`src/rtl/elevador_npisos.sv`:
```
// SCAN elevator controller for FLOORS floors: serves latched calls, stops on sensed floors, times the door.
// Outputs are registered; a stop decided on a sensor edge drops the motor one cycle later.
module elevador_npisos #(
    parameter int FLOORS      = 4,
    parameter int DOOR_CYCLES = 8,
    localparam int FW         = (FLOORS > 2) ? $clog2(FLOORS) : 1
) (
    input  logic              clk,
    input  logic              reset,
    input  logic [FLOORS-1:0] req,
    input  logic [FLOORS-1:0] fsens,
    output logic              mup,
    output logic              mdw,
    output logic              door_open,
    output logic [FW-1:0]     floor,
    output logic [FLOORS-1:0] pending,
    output logic              moving
);

    typedef enum logic [1:0] {S_IDLE, S_UP, S_DN, S_DOOR} state_t;

    state_t            state_q, state_d;
    logic              dir_q, dir_d;
    logic [7:0]        timer_q, timer_d;
    logic [FW-1:0]     floor_q, floor_d;
    logic [FLOORS-1:0] pending_q, pending_d;
    logic              mup_q, mup_d;
    logic              mdw_q, mdw_d;
    logic              door_q, door_d;

    logic              fs_vld;
    logic [FW-1:0]     fs_idx;
    logic [FW-1:0]     stop_flr;
    logic              enter_door;
    logic              above, below;

    function automatic logic [FW-1:0] onehot_idx(input logic [FLOORS-1:0] v);
        onehot_idx = '0;
        for (int i = 0; i < FLOORS; i++) begin
            if (v[i]) onehot_idx = FW'(i);
        end
    endfunction

    assign fs_vld = $onehot(fsens);
    assign fs_idx = onehot_idx(fsens);

    always_comb begin
        state_d    = state_q;
        dir_d      = dir_q;
        timer_d    = timer_q;
        floor_d    = fs_vld ? fs_idx : floor_q;
        stop_flr   = floor_q;
        enter_door = 1'b0;
        above      = 1'b0;
        below      = 1'b0;

        for (int i = 0; i < FLOORS; i++) begin
            if (pending_q[i] && (i > int'(floor_q))) above = 1'b1;
            if (pending_q[i] && (i < int'(floor_q))) below = 1'b1;
        end

        unique case (state_q)
            S_IDLE: begin
                if (pending_q[floor_q]) begin
                    state_d    = S_DOOR;
                    timer_d    = 8'(DOOR_CYCLES);
                    enter_door = 1'b1;
                end else if (above && (dir_q || !below)) begin
                    state_d = S_UP;
                    dir_d   = 1'b1;
                end else if (below) begin
                    state_d = S_DN;
                    dir_d   = 1'b0;
                end
            end
            S_UP: begin
                // top floor always stops the cab, even with nothing pending there
                if (fs_vld && (pending_q[fs_idx] || (fs_idx == FW'(FLOORS - 1)))) begin
                    state_d    = S_DOOR;
                    timer_d    = 8'(DOOR_CYCLES);
                    stop_flr   = fs_idx;
                    enter_door = 1'b1;
                end
            end
            S_DN: begin
                if (fs_vld && (pending_q[fs_idx] || (fs_idx == '0))) begin
                    state_d    = S_DOOR;
                    timer_d    = 8'(DOOR_CYCLES);
                    stop_flr   = fs_idx;
                    enter_door = 1'b1;
                end
            end
            default: begin
                // a call at the open floor keeps the door open instead of queuing
                if (req[floor_q]) begin
                    timer_d = 8'(DOOR_CYCLES);
                end else if (timer_q <= 8'd1) begin
                    state_d = S_IDLE;
                    timer_d = 8'd0;
                end else begin
                    timer_d = timer_q - 8'd1;
                end
            end
        endcase

        pending_d = pending_q | req;
        if (enter_door || (state_q == S_DOOR)) pending_d[stop_flr] = 1'b0;

        mup_d  = (state_d == S_UP);
        mdw_d  = (state_d == S_DN);
        door_d = (state_d == S_DOOR);
    end

    always_ff @(posedge clk) begin
        if (reset) begin
            state_q   <= S_IDLE;
            dir_q     <= 1'b1;
            timer_q   <= 8'd0;
            floor_q   <= '0;
            pending_q <= '0;
            mup_q     <= 1'b0;
            mdw_q     <= 1'b0;
            door_q    <= 1'b0;
        end else begin
            state_q   <= state_d;
            dir_q     <= dir_d;
            timer_q   <= timer_d;
            floor_q   <= floor_d;
            pending_q <= pending_d;
            mup_q     <= mup_d;
            mdw_q     <= mdw_d;
            door_q    <= door_d;
        end
    end

    assign mup       = mup_q;
    assign mdw       = mdw_q;
    assign door_open = door_q;
    assign floor     = floor_q;
    assign pending   = pending_q;
    assign moving    = mup_q | mdw_q;

endmodule

```
`config.mk`:
```
export PLATFORM = sky130hd
export DESIGN_NAME = elevador_npisos
export DESIGN_NICKNAME = d
export VERILOG_FILES = /design/src/rtl/elevador_npisos.sv
export SDC_FILE = /design/constraint.sdc
export NUM_CORES = 1
export LEC_CHECK = 0
export ABC_AREA = 1
export CAP_MARGIN = 20
export CORE_ASPECT_RATIO = 1.5
export CORE_MARGIN = 5
export CORE_UTILIZATION = 54
export CTS_CLUSTER_DIAMETER = 150
export DETAILED_ROUTE_END_ITERATION = 7
export PLACE_DENSITY = 0.79
export SLEW_MARGIN = 20
export SYNTH_ARGS = -nofsm -noshare
export SYNTH_HDL_FRONTEND = slang
export SYNTH_SLANG_ARGS = --single-unit
```
`constraint.sdc`:
```
create_clock -name clk -period 3.11 [get_ports clk]
set_clock_uncertainty 0.05 [all_clocks]
set_input_delay 0.622 -clock clk [delete_from_list [all_inputs] [get_ports clk]]
set_output_delay 0.622 -clock clk [all_outputs]
set_load 0.02 [all_outputs]
```
==> impl_metrics.py <==
metrics = {
    "synth": {
        "ys_types": 31,
        "synth_seq_area_share_pct": 27.8,
        "synthTopCellsByArea": "dfxtp_1, nand2_1, inv_1",
        "synth_top_cell_by_area": "dfxtp_1",
        "synthArstFlopShare_pct": 0,
        "synth_area_um2": 1440,
        "yosys_register_bits": 20,
        "synth_edf_count": 0,
        "synth_cells": 220,
        "yosys_warnings": 0,
        "syn_area_per_cell_um2": 6.56,
        "synth_nets": 240,
        "synth_flop_cell": "dfxtp_1",
        "synth_top_area_share_pct": 27.8,
    },
    "power_and_ir_drop": {
        "peakVddDrop_v": 0.000490,
        "powerDensity_nw_per_um2": 956,
        "power_mw": 1.81,
        "leakagePower_nw": 0.895,
    },
    "die": {
        "num_rows": 23,
        "die_w_um": 52.2,
        "die_h_um": 73.3,
        "dieArea_um2": 3830,
        "ios": 20,
        "core-area_um2": 2620,
        "initial_core_util_pct": 55.1,
    },
    "cts": {
        "ctsHoldBuffers": 0,
        "cts_tree": "yes",
        "cts_sinks": 20,
        "insertion_delay_ns": 0.26,
        "clk_pin_slew_worst_paths_ns": 0.08,
        "cts_made_buffers": 3,
        "root_buffer": "clkbuf_8",
        "cts.path.max_buffers": 2,
        "htree_levels": 1,
    },
    "layout": {
        "final_common_cell": "nand2_1",
        "nets": 270,
        "area.growth.synth_to_final_pct": 31.6,
        "drive_gt1_share_pct": 21.7,
        "final_cell_mix": "nand2_1, inv_1, nor2_1, dfxtp_1, clkdlybuf4s50_1",
        "antenna_cells": 0,
    },
    "timing": {
        "finalSetupViolations": 0,
        "rsz0062_at_grt": "no",
        "period_minus_slack_ns": 2.80,
        "post-route-period-util_pct": 90.1,
        "worstMarginPinSlew_ns": 0.309,
        "hold_violations": 0,
        "max_freq_ghz": 0.357,
        "max-slew-margin-rel_pct": 79.4,
        "final-max-slew-violation-count": 0,
        "tns_ns": 0,
    },
    "run": {
        "drv_cap": 0,
    },
    "critical_path": {
        "crit_type": "input port to register",
        "critPathTopFamily": "simple AND/OR/NAND/NOR gates",
        "slowest_stage": "fa_1",
        "crit_path_max_fanout": 4,
        "worstPathCellList": "dlymetal6s2s_1 > inv_1 > fa_1 > inv_1 > ha_2 > ha_4 > nor3_4 > buf_6 > nand3_4 > nand3_4 > nand3_1 > nand2_1 > nand3_2 > nor2_1 > nor2_1",
        "end_kind": "register",
        "critPathRequiredTime_ns": 3.22,
        "critPathLaunchType": "input port",
        "arrival_ns": 2.91,
        "cpPeakStageDelay_ns": 0.52,
        "timing.critical_path.buf_inv": 4,
    },
    "global_routing": {
        "grt_max_degree": 12,
        "overflow": 0,
        "groute.usage.overall_pct": 19.2,
        "grt_antenna_before_repair": 0,
        "grt_pass1_vias": 1304,
        "grt_first_pass_wirelength_um": 5560,
    },
    "drt": {
        "detail-route-antenna-nets": 0,
        "drc": 0,
        "drt_iter0_markers": 45,
        "vias": 1490,
        "wl_per_cell_um": 12.1,
        "vias_per_cell": 5.21,
        "drt-pass1-iter-count": 5,
        "wirelength_um": 3470,
    },
    "hold_path": {
        "hp-class": "register to register",
    },
    "placed_design": {
        "port_buffers": 19,
        "dp_hpwl_um": 2660,
        "globalplace.congestion": 0.889,
    },
    "run_status": {
        "status": "complete, no violations",
    },
}
[flip-flops by register name, indices dropped and copies added (netlist names)]
signal	cells
pending	4
floor	2
mdw	1
timer_q	8
mup	1
dir_q	1
state_q	2
door_open	1
[synthesized netlist by cell type (all sizes together) (2+ instances only)]
master  instances
nor3            5
inv            38
nand4           2
a22oi           2
xor2            2
o21ai          17
a21oi          15
nand3          19
nor2           28
dfxtp          20
buf             2
ha              9
or2             2
nand2          55
[logic make-up after synthesis]
group / after synthesis / synth area share (%)
fa+ha+maj: 10 / 9.19
compound gates: 36 / 14.1
buf+inv: 40 / 11.2
flops: 20 / 27.8
simple gates: 112 / 36.6
xor+xnor: 2 / 1.21
[metal layers]
layer  wire (µm)  track usage, %  up-vias
li1            -               -      762
met1        1270            20.8      681
met2        1980            35.0       36
met3         112            2.64       11
met4         107            10.2        0
met5           0               0        -
[worst paths after layout]
| check | slack [ns] | startpoint | depth (start not counted) | end |
|---|---|---|---|---|
| max | 0.31 | fsens[1] | 15 | pending[0] |
| min | 0.41 | timer_q[2] | 2 | timer_q[2] |
| max reg2reg | 1.40 | timer_q[0] | 8 | timer_q[0] |
| min reg2reg | 0.41 | timer_q[2] | 2 | timer_q[2] |
[metrics by stage]
stage | setup slack [ns] | hold slack, ns | area [µm²] | cells | utilization (%)
6_report | 0.307 | 0.413 | 1900 | 286 | 72.5
5_1_grt | 0.193 | 0.450 | 1900 | 286 | 72.5
4_1_cts | 0.0128 | 0.423 | 1780 | 285 | 68.0
3_5_place_dp | -0.331 | 0.412 | 1730 | 281 | 65.9
3_3_place_gp | -0.294 | 0.406 | 1730 | 281 | 65.9
2_1_floorplan | 0.284 | 0.389 | 1440 | 220 | -
[worst reg2reg max path: stages, from the launching register on]
cell and delay [ns]:
dfxtp_1 0.38, inv_1 0.10, ha_1 0.26, nor2_1 0.09, nand3b_1 0.16, inv_1 0.10, nor3_1 0.26, o21ai_2 0.14
a21oi_1 0.13
[power by group]
part	leakage [nW]	switching (mW)	internal (mW)	total, mW
Combinational	0.701	0.711	0.496	1.21
Sequential	0.165	0.0704	0.334	0.404
Clock	0.0288	0.0893	0.113	0.202
[timing repair]
item                       4_1_cts  5_1_grt
pin swaps                        1       13
setup endpoints to repair       10       15
buffers inserted                 0        1
resized for setup                0       28
[area by class of cell]
class                      instances  area (µm²)
clock buffer                       4        55.1
fill                             209         721
multi-input combinational        160         972
timing repair buffer              27         278
tap                               37        46.3
inverter                          38         146
sequential                        20         400
No activity file was read; power rests on OpenSTA's default activity.
